## src/rtl/add_accumulator.sv

```systemverilog
// add_accumulator: sums valid/ready operand packets into a widened register and
// presents the sum, beat count and force-close flag on a valid/ready output.

module adder #(
  parameter int W = 8
) (
  input  logic [W-1:0] a_i,
  input  logic [W-1:0] b_i,
  input  logic         cin_i,
  output logic [W-1:0] sum_o,
  output logic         cout_o
);
  logic carry;

  always_comb begin
    sum_o = '0;
    carry = cin_i;
    for (int i = 0; i < W; i++) begin
      sum_o[i] = a_i[i] ^ b_i[i] ^ carry;
      carry    = (a_i[i] & b_i[i]) | (carry & (a_i[i] ^ b_i[i]));
    end
    cout_o = carry;
  end
endmodule

// state | meaning
// IDLE  | waiting for the first beat of a packet
// ACCUM | packet open, adding beats into acc
// DONE  | result held on the output until taken; input stalled
module add_accumulator #(
  parameter int N     = 32,
  parameter int CNT_W = 8
) (
  input  logic                 clk,
  input  logic                 rst_n,
  input  logic                 in_valid,
  output logic                 in_ready,
  input  logic [N-1:0]         in_data,
  input  logic                 in_last,
  output logic                 out_valid,
  input  logic                 out_ready,
  output logic [N+CNT_W-1:0]   out_sum,
  output logic [CNT_W-1:0]     out_count,
  output logic                 out_trunc
);
  localparam int ACC_W = N + CNT_W;
  localparam logic [CNT_W-1:0] CNT_MAX = {CNT_W{1'b1}};

  typedef enum logic [1:0] {S_IDLE, S_ACCUM, S_DONE} state_t;

  state_t             state_q, state_d;
  logic [ACC_W-1:0]   acc_q, sum_q;
  logic [CNT_W-1:0]   cnt_q, count_q;
  logic               trunc_q;

  logic               accept, close;
  logic [ACC_W-1:0]   add_a, add_b, add_sum;
  logic [CNT_W-1:0]   cnt_nxt;
  logic               adder_cout_unused;

  assign accept  = in_valid && in_ready;
  // The first beat of a packet adds onto zero rather than the stale acc.
  assign add_a   = (state_q == S_ACCUM) ? acc_q : '0;
  assign add_b   = {{CNT_W{1'b0}}, in_data};
  assign cnt_nxt = (state_q == S_ACCUM) ? cnt_q + 1'b1 : CNT_W'(1);
  assign close   = accept && (in_last || (cnt_nxt == CNT_MAX));

  adder #(.W(ACC_W)) u_adder (
    .a_i   (add_a),
    .b_i   (add_b),
    .cin_i (1'b0),
    .sum_o (add_sum),
    .cout_o(adder_cout_unused)
  );

  always_ff @(posedge clk or negedge rst_n) begin
    if (!rst_n) state_q <= S_IDLE;
    else        state_q <= state_d;
  end

  always_comb begin
    state_d = state_q;
    case (state_q)
      S_IDLE, S_ACCUM: if (accept) state_d = close ? S_DONE : S_ACCUM;
      S_DONE:          if (out_ready) state_d = S_IDLE;
      default:         state_d = S_IDLE;
    endcase
  end

  always_comb begin
    in_ready  = rst_n && (state_q != S_DONE);
    out_valid = (state_q == S_DONE);
  end

  always_ff @(posedge clk or negedge rst_n) begin
    if (!rst_n) begin
      acc_q   <= '0;
      cnt_q   <= '0;
      sum_q   <= '0;
      count_q <= '0;
      trunc_q <= 1'b0;
    end else begin
      if (accept) begin
        acc_q <= add_sum;
        cnt_q <= cnt_nxt;
      end
      if (close) begin
        sum_q   <= add_sum;
        count_q <= cnt_nxt;
        trunc_q <= !in_last;
      end
    end
  end

  assign out_sum   = sum_q;
  assign out_count = count_q;
  assign out_trunc = trunc_q;
endmodule
```

## config.mk

```make
export PLATFORM = sky130hd
export DESIGN_NAME = add_accumulator
export DESIGN_NICKNAME = d
export VERILOG_FILES = /design/src/rtl/add_accumulator.sv
export SDC_FILE = /design/constraint.sdc
export NUM_CORES = 1
export LEC_CHECK = 0
export CAP_MARGIN = 0
export CORE_MARGIN = 2
export CORE_UTILIZATION = 30
export CTS_CLUSTER_SIZE = 10
export DETAILED_ROUTE_END_ITERATION = 8
export GPL_TIMING_DRIVEN = 0
export SYNTH_ARGS = -nofsm -noshare
export SYNTH_HDL_FRONTEND = slang
export SYNTH_HIERARCHICAL = 1
export SYNTH_SLANG_ARGS = --single-unit
```

## constraint.sdc

```tcl
create_clock -name clk -period 30 [get_ports clk]
set_clock_uncertainty 0.15 [all_clocks]
set_input_delay 6 -clock clk [delete_from_list [all_inputs] [get_ports clk]]
set_output_delay 6 -clock clk [all_outputs]
set_load 0.02 [all_outputs]
```

Word level (Yosys, flattened, before mapping)
Index checks and enable logic that the tools add are counted.
{ "classes": {"n_addsub": 1, "eq_ne": 6, "mux": 6, "bitwise_logic": 172, "reduce_logical": 8} }
{ "op_table": {"columns": ["operator", "n"], "rows": [
  ["bitwise XOR 1 bit", 71],
  ["bitwise AND 1 bit", 70],
  ["2-to-1 mux 40 bit", 1],
  ["bitwise OR 1 bit", 31],
  ["adder 8 x 1 -> 8 bit, second input constant", 1],
  ["equality test 8 bit, second input constant", 1],
  ["2-to-1 mux 8 bit", 1],
  ["2-to-1 mux 2 bit", 3],
  ["!= test 2 bit, second input constant", 2],
  ["one-hot mux 2 bit (2 select lines)", 1],
  ["logical AND 1 bit", 3],
  ["equality test 2 x 1 -> 1 bit, second input constant", 1],
  ["equality test 2 bit, second input constant", 1],
  ["zero test 2 bit", 1],
  ["!= test 2 x 1 -> 1 bit, second input constant", 1],
  ["AND reduction 2 bit", 1],
  ["OR reduction 2 bit", 1],
  ["zero test 1 bit", 1],
  ["logical OR 1 bit", 1]
]} }
{ "word_totals": {"ff_bits": 99, "in_bits": 37, "out_inout_bits": 51, "word_cells": 199} }

Longest topological paths before layout
Gate-level depths: netlist of the first run.
{ "logic_depth": {"ltp_word": 73, "depth_mapped": 50, "depth_no_buf": 48} }

By module
The synthesis of the first run kept the hierarchy.
{ "modules_own_cells": {"columns": ["module", "n_inst", "cells_each", "area_each_um2", "seq_area_each_um2"], "rows": [
  ["add_accumulator", 1, 405, 4395.5, 2477.4],
  ["adder", 1, 50, 838.3, 0.0]
]} }

Least setup slack after synthesis of the first run
No wires, ideal clock.
{ "synth_path": {"path_type": "input port to flip-flop", "from": "in in_data[0]", "to": "reg sum_q[39], in the netlist out_sum[39]", "setup_ps": 65, "arrival_time_ps": 21289, "t_required_ps": 29785, "setup_slack_ps": 8496, "path_stages": 45, "n_path_buf": 0, "path_cell_list": "fa_1 -> fa_1 -> fa_1 -> fa_1 -> fa_1 -> fa_1 -> fa_1 -> fa_1 -> fa_1 -> fa_1 -> fa_1 -> fa_1 -> fa_1 -> fa_1 -> fa_1 -> fa_1 -> inv_1 -> fa_1 -> [9 not listed] -> fa_1 -> fa_1 -> fa_1 -> fa_1 -> fa_1 -> fa_1 -> fa_1 -> fa_1 -> fa_1 -> fa_1 -> fa_1 -> fa_1 -> fa_1 -> fa_1 -> inv_1 -> fa_1 -> inv_1 -> mux2_2"} }
{ "synth_between": {"elab_chain_cells": 71} }
{ "synth_rtl": {"columns": ["element", "line", "rtl"], "rows": [
  ["from (decl)", "38", "input logic [N-1:0] in_data,"],
  ["bitwise AND 1 bit (2 in a row)", "20", "carry = (a_i[i] & b_i[i]) | (carry & (a_i[i] ^ b_i[i]));"],
  ["bitwise OR 1 bit", "20", null],
  ["bitwise AND 1 bit", "20", null],
  ["bitwise OR 1 bit", "20", null],
  ["bitwise AND 1 bit", "20", null],
  ["bitwise OR 1 bit", "20", null],
  ["bitwise AND 1 bit", "20", null],
  ["bitwise OR 1 bit", "20", null],
  ["[49 not listed]", null, null],
  ["bitwise OR 1 bit", "20", null],
  ["bitwise AND 1 bit", "20", null],
  ["bitwise OR 1 bit", "20", null],
  ["bitwise AND 1 bit", "20", null],
  ["bitwise OR 1 bit", "20", null],
  ["bitwise AND 1 bit (7 in a row)", "20", null],
  ["bitwise XOR 1 bit", "19", "sum_o[i] = a_i[i] ^ b_i[i] ^ carry;"],
  ["net add_sum[39]", "57", "logic [ACC_W-1:0] add_a, add_b, add_sum;"],
  ["to (signal assigned)", "108", "sum_q <= add_sum;"],
  ["to (decl)", "52", "logic [ACC_W-1:0] acc_q, sum_q;"]
]} }
The timed path passes the listed nets, and every way through them passes these cells.
A chain may end at the register's enable or synchronous reset.

Worst setup path after layout of the first run
Same ends and word-level chain as after synthesis.

==> reports/summary.txt, run 1 <==
Status: finished clean
Final instance area: 6720 µm²
WHS Path Cells: 2
Drt total wl: 11.5 mm
Cells on worst reg2reg path: 49
Syn. warnings: 6
Routed len/inst: 14.5 µm
Num ports: 88
TritonCTS clock tree: yes
Final period utilization: 75.0%
Worst r2r src: state_q[0]$_DFFE_PN0P_
Detail Placement HPWL: 8.37 mm
Pwr Density: 74.3 nW/µm²
Min-delay src: acc_q[0]$_DFFE_PN0P_
Area growth syn-to-layout: 28.4%
Port Buffer Count: 87
First-pass GRT wire length: 19.2 mm
Mapped Cells: 454
Placed Cells: 775
Post-CTS sizing: 0
H-tree depth: 3
CTS clk-pin slew, worst paths: 70 ps
Fill cell count: 1723
HP Class: reg2reg
Core Rows: 48
Startpoint Class: input pin
Post-CTS Setup Bufs: 0
Slew margin rel.: 35.5%
Finished Core Util: 39.1%
GP Congestion: 0.810
Worst EP required: 30140 ps
Post-DP Area: 6440 µm²
CP max stage delay: 470 ps
FF-to-FF End: out_sum[39]$_DFFE_PN0P_
Max-Cap Viols: 0
Largest net degree at the start of global routing: 59
Worst-path fanout max: 2
Initial DRC Count: 112
Slew of the pin with the lowest slew margin: 964 ps
DRC violations left: 0
Hold Buf Count CTS: 0
Total Neg Setup Slack: 0 ps
Die area: 18500 µm²
Num Clock Sinks: 99
Antenna violations before repair: 0
RSZ-0062 raised after global routing: no
Number of global-route vias before repair: 3731
End of the worst hold path: acc_q[0]$_DFFE_PN0P_
Flop2flop setup slack: 12400 ps
Initial Utilization: 30.4%
Most frequent cell on the critical path: fa_1
Vias post-DR: 3461
Core area: 17200 µm²
Final nets: 639
Fin. Hold Viols: 0
# diodes: 0
Inserted Clock Buffers: 9
Maximum vdd drop: 0.0432 mV
Post-synthesis cell area: 5230 µm²
First drt pass iteration count: 6
Die X: 136 µm
Crit. End Element: register
CP arrival: 22630 ps
Clk buf depth: 2
Max Transition Viols Final: 0
DR vias/cell: 4.38
Finish-stage setup viols: 0
DRT antenna net count: 0
Post-layout minimum cycle time: 22500 ps
Layout cells sized above 1: 12.5%
Final Instance Count excl. Fillers: 791
GRT Total Usage: 13.4%
Clock Root Buffer: clkbuf_16
Grt total ovfl: 0
Syn Area/Cell: 11.5 µm²
Crit Path Category: in2reg
Worst-Skew Late Latency: 350 ps
Max Clk Rate: 44.5 MHz
Slowest cell on the critical path: clkdlybuf4s50_1
Die Ht: 136 µm
Static Leak: 3.10 nW
## cell type report
cell class	instances	area, µm²	share of cell area (%)
Tap cell	225	282	4.19
Timing Repair Buffer	88	896	13.3
Clock inverter	5	37.5	0.559
Buffer	21	119	1.77
Clock buffer	11	243	3.61
Inverter	11	41.3	0.615
Multi-Input combinational cell	331	2620	39.0
Sequential cell	99	2480	36.9
## flip-flops by register name, summed over array words and instances (netlist names)
name / flops
cnt_q: 8
out_count: 8
out_sum: 40
acc_q: 40
state_q: 2
out_trunc: 1
## layout by cell type, fill, tap and decap left out, drive strengths merged, types with 2 or more instances in the layout
master and instances:
a22o 2, o31ai 2, nor3 2, mux2 45, a21oi 4, clkinv 2
o21ai 9, nor2 13, clkdlybuf4s50 86, o21a 2, nand2 136, xor2 4
buf 9, conb 9, clkbuf 25, dfrtp 99, and2 42, nand3 6
nand2b 3, clkinvlp 2, fa 40, inv 12
## metrics by stage
step / power (mW) / worst slack, ps / hold WS [ps]
after floorplan: 0.308 / 8500 / 287
after global placement: 0.387 / 7420 / 298
after detailed placement: 0.392 / 7220 / 304
after CTS: 0.506 / 7500 / 320
after global routing: 0.532 / 7040 / 343
final: 0.499 / 7500 / 317
## critical path, delay by kind of cell
kind       cells  cell delay (ps)
buf+inv        5              770
fa+ha+maj     40            15730
mux            1              140
## report_power, final
part / total (mW) / internal, mW / switching (mW) / leakage [nW]
registers: 0.199 / 0.175 / 0.0242 / 1.22
clock network: 0.111 / 0.0589 / 0.0520 / 0.132
logic: 0.189 / 0.101 / 0.0876 / 1.75
## worst max path at each step
stage          startpoint                 endpoint  slack, ps  cells past startpoint
6_report       in_data[0]  out_sum[39]$_DFFE_PN0P_       7500                     46
5_1_grt        in_data[0]  out_sum[39]$_DFFE_PN0P_       7040                     46
4_1_cts        in_data[0]  out_sum[39]$_DFFE_PN0P_       7500                     46
3_5_place_dp   in_data[0]  out_sum[39]$_DFFE_PN0P_       7220                     46
3_3_place_gp   in_data[0]  out_sum[39]$_DFFE_PN0P_       7420                     46
2_1_floorplan  in_data[0]  out_sum[39]$_DFFE_PN0P_       8500                     45
## per-layer routing
metal | up-vias | GRT usage (%) | wire length (µm)
li1 | 1646 | - | -
met1 | 1729 | 17.9 | 5290
met2 | 70 | 21.7 | 5520
met3 | 16 | 2.91 | 487
met4 | 0 | 4.69 | 177
met5 | - | 0 | 0
No activity file was read; power rests on OpenSTA's default activity.
==> run 2: changes to the inputs <==
==> constraint.sdc (replaced) <==
create_clock -name clk -period 18.2 [get_ports clk]
set_clock_uncertainty 0.15 [all_clocks]
set_input_delay 3.64 -clock clk [delete_from_list [all_inputs] [get_ports clk]]
set_output_delay 3.64 -clock clk [all_outputs]
set_load 0.02 [all_outputs]
==> reports/summary.txt, run 2 (same netlist as run 1, synthesis figures left out) <==
Area growth syn-to-layout: 31.0% (was 28.4%)
Layout cells sized above 1: 20.5% (was 12.5%)
Status: finished clean (unchanged)
Max Clk Rate: 56.0 MHz
Number of global-route vias before repair: 3818 (was 3731)
Grt total ovfl: 0 (unchanged)
Inserted Clock Buffers: 9 (unchanged)
DR vias/cell: 4.36 (was 4.38)
Initial DRC Count: 124 (was 112)
Post-CTS Setup Bufs: 0 (unchanged)
DRT antenna net count: 0 (unchanged)
Max-Cap Viols: 0 (unchanged)
Final WS setup: 341 ps (was 7500 ps)
First-pass GRT wire length: 19.3 mm (was 19.2 mm)
Slew margin rel.: 47.5% (was 35.5%)
H-tree depth: 3 (unchanged)
CP max stage delay: 430 ps (was 470 ps)
Clock Root Buffer: clkbuf_16 (unchanged)
Final nets: 639 (unchanged)
Worst EP required: 18350 ps (was 30140 ps)
Vias post-DR: 3447 (was 3461)
Maximum vdd drop: 0.0760 mV (was 0.0432 mV)
Initial Utilization: 30.4% (unchanged)
Antenna violations before repair: 0 (unchanged)
Core Rows: 48 (unchanged)
Detail Placement HPWL: 8.44 mm (was 8.37 mm)
Overall power after layout: 846 µW (was 499 µW)
Worst-Skew Late Latency: 360 ps (was 350 ps)
Final period utilization: 98.1%
Crit. End Element: register (unchanged)
CP arrival: 18010 ps (was 22630 ps)
Port Buffer Count: 87 (unchanged)
Crit Path Category: in2reg (unchanged)
Placed Cells: 775 (unchanged)
Startpoint Class: input pin (unchanged)
TritonCTS clock tree: yes (unchanged)
Core area: 17200 µm² (unchanged)
Post-layout minimum cycle time: 17860 ps
Slew of the pin with the lowest slew margin: 785 ps (was 964 ps)
Pwr Density: 123 nW/µm² (was 74.3 nW/µm²)
Largest net degree at the start of global routing: 55 (was 59)
Pre-CTS WS: -1030 ps (was 7220 ps)
Num ports: 88 (unchanged)
Final instance area: 6850 µm² (was 6720 µm²)
Finish-stage setup viols: 0 (unchanged)
Most frequent cell on the critical path: fa_2 (was fa_1)
RSZ-0062 raised after global routing: yes (was no)
DRC violations left: 0 (unchanged)
Worst-path fanout max: 2 (unchanged)
Max Transition Viols Final: 0 (unchanged)
HP Class: reg2reg (unchanged)
GP Congestion: 0.776 (was 0.810)
Most frequent cells in the layout: 136 x nand2_1, 99 x dfrtp_1, 84 x clkdlybuf4s50_1 (was 136 x nand2_1, 99 x dfrtp_1, 86 x clkdlybuf4s50_1)
Slowest cell on the critical path: fa_1 (was clkdlybuf4s50_1)
Total Neg Setup Slack: 0 ps (unchanged)
First drt pass iteration count: 4 (was 6)
Clk buf depth: 2 (unchanged)
Fin. Hold Viols: 0 (unchanged)
Most common cell after layout, fill and taps aside: nand2_1 (unchanged)
Die Ht: 136 µm (unchanged)
CTS clk-pin slew, worst paths: 70 ps (about the same)
GRT Total Usage: 13.6% (was 13.4%)
Post-DP Area: 6500 µm² (was 6440 µm²)
Drt total wl: 11.6 mm (was 11.5 mm)
Final Instance Count excl. Fillers: 791 (unchanged)
Die area: 18500 µm² (unchanged)
Static Leak: 3.07 nW (was 3.10 nW)
Routed len/inst: 14.6 µm (was 14.5 µm)
Num Clock Sinks: 99 (unchanged)
# diodes: 0 (unchanged)
Die X: 136 µm (unchanged)
run 2: per-stage QoR:
| stage | utilization, % | hold slack (ps) |
|---|---|---|
| floorplan | - | 287 |
| CTS | 39.8 | 321 |
| finish | 39.9 | 317 |
| detailed placement | 37.8 | 304 |
| global route | 39.9 | 347 |
| global placement | 37.7 | 298 |
run 2: cell type report:
| class | instances | area (µm²) |
|---|---|---|
| Clock inverter | 7 | 81.3 |
| Sequential cell | 99 | 2480 |
| Timing Repair Buffer | 88 | 900 |
| Clock buffer | 9 | 225 |
| Fill cell | 1701 | 10300 |
| Tap cell | 225 | 282 |
| Buffer | 21 | 119 |
| Inverter | 11 | 41.3 |
| Multi-Input combinational cell | 331 | 2720 |
run 2: layer usage:
layer  track usage (%)  wire, µm  part of all wire [%]  vias to the layer above
met5                 0         0                     0                        -
li1                  -         -                     -                     1647
met3              2.72       423                   3.7                       16
met2              21.7      5450                    47                       64
met1              18.2      5450                    47                     1720
met4              5.56       232                   2.0                        0
run 2: path summary, 6_finish.rpt:
path	from	slack, ps	cells after the start	end
min in group asynchronous	rst_n	3170	1	cnt_q[2]$_DFFE_PN0P_
max in group asynchronous	rst_n	14050	2	out_sum[20]$_DFFE_PN0P_
min	acc_q[16]$_DFFE_PN0P_	320	2	acc_q[16]$_DFFE_PN0P_
max reg2reg	state_q[0]$_DFFE_PN0P_	2470	49	out_sum[39]$_DFFE_PN0P_
min reg2reg	acc_q[16]$_DFFE_PN0P_	320	2	acc_q[16]$_DFFE_PN0P_
max	in_data[0]	340	46	out_sum[39]$_DFFE_PN0P_
run 2: worst max-delay path: cells and delay by family:
family / cells / cell delay [ps]
mux: 1 / 130
fa+ha+maj: 40 / 13930
buf+inv: 5 / 320
run 2: what timing repair did:
item / in CTS / in global routing
hold buffers: 0 / 0
cloned: 0 / 0
gates resized for setup: 14 / 11
setup endpoints to repair: 5 / 3
pin swaps: 2 / 3
run 2: power by group:
part	leakage (nW)	internal [mW]	switching, mW	total [mW]
Combinational	1.70	0.172	0.146	0.318
Clock	0.147	0.109	0.0907	0.200
Sequential	1.22	0.288	0.0403	0.328
Total	3.07	0.569	0.277	0.846
==> run 3: changes to the inputs <==
==> constraint.sdc (replaced) <==
create_clock -name clk -period 17.27 [get_ports clk]
set_clock_uncertainty 0.15 [all_clocks]
set_input_delay 3.454 -clock clk [delete_from_list [all_inputs] [get_ports clk]]
set_output_delay 3.454 -clock clk [all_outputs]
set_load 0.02 [all_outputs]
==> reports/summary.txt, run 3 (same netlist as run 1, synthesis figures left out) <==
Num ports: 88 (unchanged)
Worst r2r src: state_q[0]$_DFFE_PN0P_ (unchanged)
Antenna violations before repair: 0 (unchanged)
Cells on worst reg2reg path: 49 (unchanged)
Num Clock Sinks: 99 (unchanged)
Pre-CTS WS: -1260 ps (was -1030 ps)
Crit. End Element: register (unchanged)
Routed len/inst: 14.6 µm (about the same)
Max Clk Rate: 56.4 MHz
Core area: 17200 µm² (unchanged)
Worst-Skew Late Latency: 350 ps (was 360 ps)
First drt pass iteration count: 4 (unchanged)
CP max stage delay: 410 ps (was 430 ps)
Slew of the pin with the lowest slew margin: 840 ps (was 785 ps)
GRT Total Usage: 13.5% (was 13.6%)
DR vias/cell: 4.39 (was 4.36)
Fill cell count: 1683 (was 1701)
Initial Utilization: 30.4% (unchanged)
End of the worst hold path: acc_q[16]$_DFFE_PN0P_ (unchanged)
Max Transition Viols Final: 0 (unchanged)
Worst EP required: 17410 ps (was 18350 ps)
Max-Cap Viols: 0 (unchanged)
Crit-path leading delay family: adder cells (unchanged)
Failing checks: negative setup slack
Final WS setup: -470 ps (was 341 ps)
GR peak layer: met2 (unchanged)
Area growth syn-to-layout: 30.7% (was 31.0%)
HP Class: reg2reg (unchanged)
Drt total wl: 11.6 mm (about the same)
First-pass GRT wire length: 19.4 mm (was 19.3 mm)
Die area: 18500 µm² (unchanged)
Largest net degree at the start of global routing: 64 (was 55)
Status: finished, violations left (was finished clean)
Slowest cell on the critical path: fa_1 (unchanged)
Slew margin rel.: 43.8% (was 47.5%)
Overall power after layout: 885 µW (was 846 µW)
Flop2flop setup slack: 1450 ps (was 2470 ps)
Detail Placement HPWL: 8.41 mm (was 8.44 mm)
GP Congestion: 0.754 (was 0.776)
Die X: 136 µm (unchanged)
Hold Buf Count CTS: 0 (unchanged)
Grt total ovfl: 0 (unchanged)
Final nets: 639 (unchanged)
Inserted Clock Buffers: 9 (unchanged)
WP buf/inv: 5 (unchanged)
Core Rows: 48 (unchanged)
Vias post-DR: 3474 (was 3447)
Worst-path fanout max: 2 (unchanged)
Maximum vdd drop: 0.0795 mV (was 0.0760 mV)
TritonCTS clock tree: yes (unchanged)
Static Leak: 3.05 nW (was 3.07 nW)
Total Neg Setup Slack: -1270 ps (was 0 ps)
Clk buf depth: 2 (unchanged)
Met1 usage: 17.8% (was 18.2%)
Post-CTS Setup Bufs: 0 (unchanged)
Met2 Use GR: 22.3% (was 21.7%)
RSZ-0062 raised after global routing: yes (unchanged)
Most frequent cells in the layout: 136 x nand2_1, 99 x dfrtp_1, 85 x clkdlybuf4s50_1 (was 136 x nand2_1, 99 x dfrtp_1, 84 x clkdlybuf4s50_1)
FF-to-FF End: out_sum[39]$_DFFE_PN0P_ (unchanged)
Number of global-route vias before repair: 3821 (was 3818)
Finish-stage setup viols: 4 (was 0)
Most frequent cell on the critical path: fa_2 (unchanged)
Min-delay src: acc_q[16]$_DFFE_PN0P_ (unchanged)
DRC violations left: 0 (unchanged)
Hold WS: 317 ps (about the same)
DRT antenna net count: 0 (unchanged)
WHS Path Cells: 2 (unchanged)
Startpoint Class: input pin (unchanged)
Fin. Hold Viols: 0 (unchanged)
Crit Path Category: in2reg (unchanged)
Pwr Density: 129 nW/µm² (was 123 nW/µm²)
H-tree depth: 3 (unchanged)
Initial DRC Count: 140 (was 124)
# diodes: 0 (unchanged)
Layout cells sized above 1: 20.5% (unchanged)
CP arrival: 17880 ps (was 18010 ps)
Global routing usage on met3: 2.87% (was 2.72%)
Clock Root Buffer: clkbuf_16 (unchanged)
Port Buffer Count: 87 (unchanged)
Most common cell after layout, fill and taps aside: nand2_1 (unchanged)
Final period utilization: 103%
Post-layout minimum cycle time: 17740 ps
Die Ht: 136 µm (unchanged)
CTS clk-pin slew, worst paths: 70 ps (about the same)
==> run 3: changes by cell type in the layout (fill, tap and decap cells not counted), sizes merged <==
cell,previous run,this run
clkinv,1,4
dlymetal6s2s,1,0
clkinvlp,1,2
inv,15,11
clkdlybuf4s50,84,85
==> run 3: worst max path at each step <==
stage,cells past startpoint,slack [ps],from,end
6_report,46,-470,in_data[0],out_sum[39]$_DFFE_PN0P_
5_1_grt,47,-810,in_data[0],acc_q[39]$_DFFE_PN0P_
4_1_cts,46,-480,in_data[0],out_sum[39]$_DFFE_PN0P_
3_5_place_dp,46,-1260,in_data[0],out_sum[39]$_DFFE_PN0P_
3_3_place_gp,46,-1180,in_data[0],out_sum[39]$_DFFE_PN0P_
2_1_floorplan,35,2370,in_data[0],out_sum[31]$_DFFE_PN0P_
==> run 3: report_power, final <==
part	leakage [nW]	internal (mW)	total, mW	switching [mW]
Combinational	1.69	0.181	0.334	0.153
Clock	0.141	0.112	0.204	0.0922
Sequential	1.22	0.304	0.347	0.0430
Total	3.05	0.596	0.885	0.288
==> run 3: what timing repair did <==
item	4_1_cts	5_1_grt
resized for setup	11	2
cloned	0	0
hold endpoints to repair	0	0
pin swaps	1	0
setup endpoints to repair	6	6
==> run 3: layout make-up <==
class / count / area (µm²) / area share, %
Multi-Input combinational cell: 331 / 2720 / 39.9
Sequential cell: 99 / 2480 / 36.3
Timing Repair Buffer: 88 / 897 / 13.1
Tap cell: 225 / 282 / 4.12
Clock buffer: 9 / 225 / 3.30
Buffer: 21 / 119 / 1.74
Clock inverter: 7 / 68.8 / 1.01
Inverter: 11 / 41.3 / 0.604
==> run 3: metrics by stage <==
step                cell area (µm²)  std cells  util (%)
finish                         6830        791      39.8
detailed placement             6530        775      38.0
global placement               6500        774      37.9
global route                   6830        791      39.8
CTS                            6830        791      39.8
floorplan                      5350        462         -
==> run 3: per-layer routing <==
| metal | part of all wire, % | vias to the layer above |
|---|---|---|
| met2 | 48 | 72 |
| met5 | 0 | - |
| met3 | 3.9 | 9 |
| met4 | 1.2 | 0 |
| li1 | - | 1647 |
| met1 | 47 | 1746 |
==> run 3: worst min-delay path: cells and delay by family (launching register included) <==
family,cells,cell delay [ps]
AND/OR/NAND/NOR,2,100
flip-flops,1,340
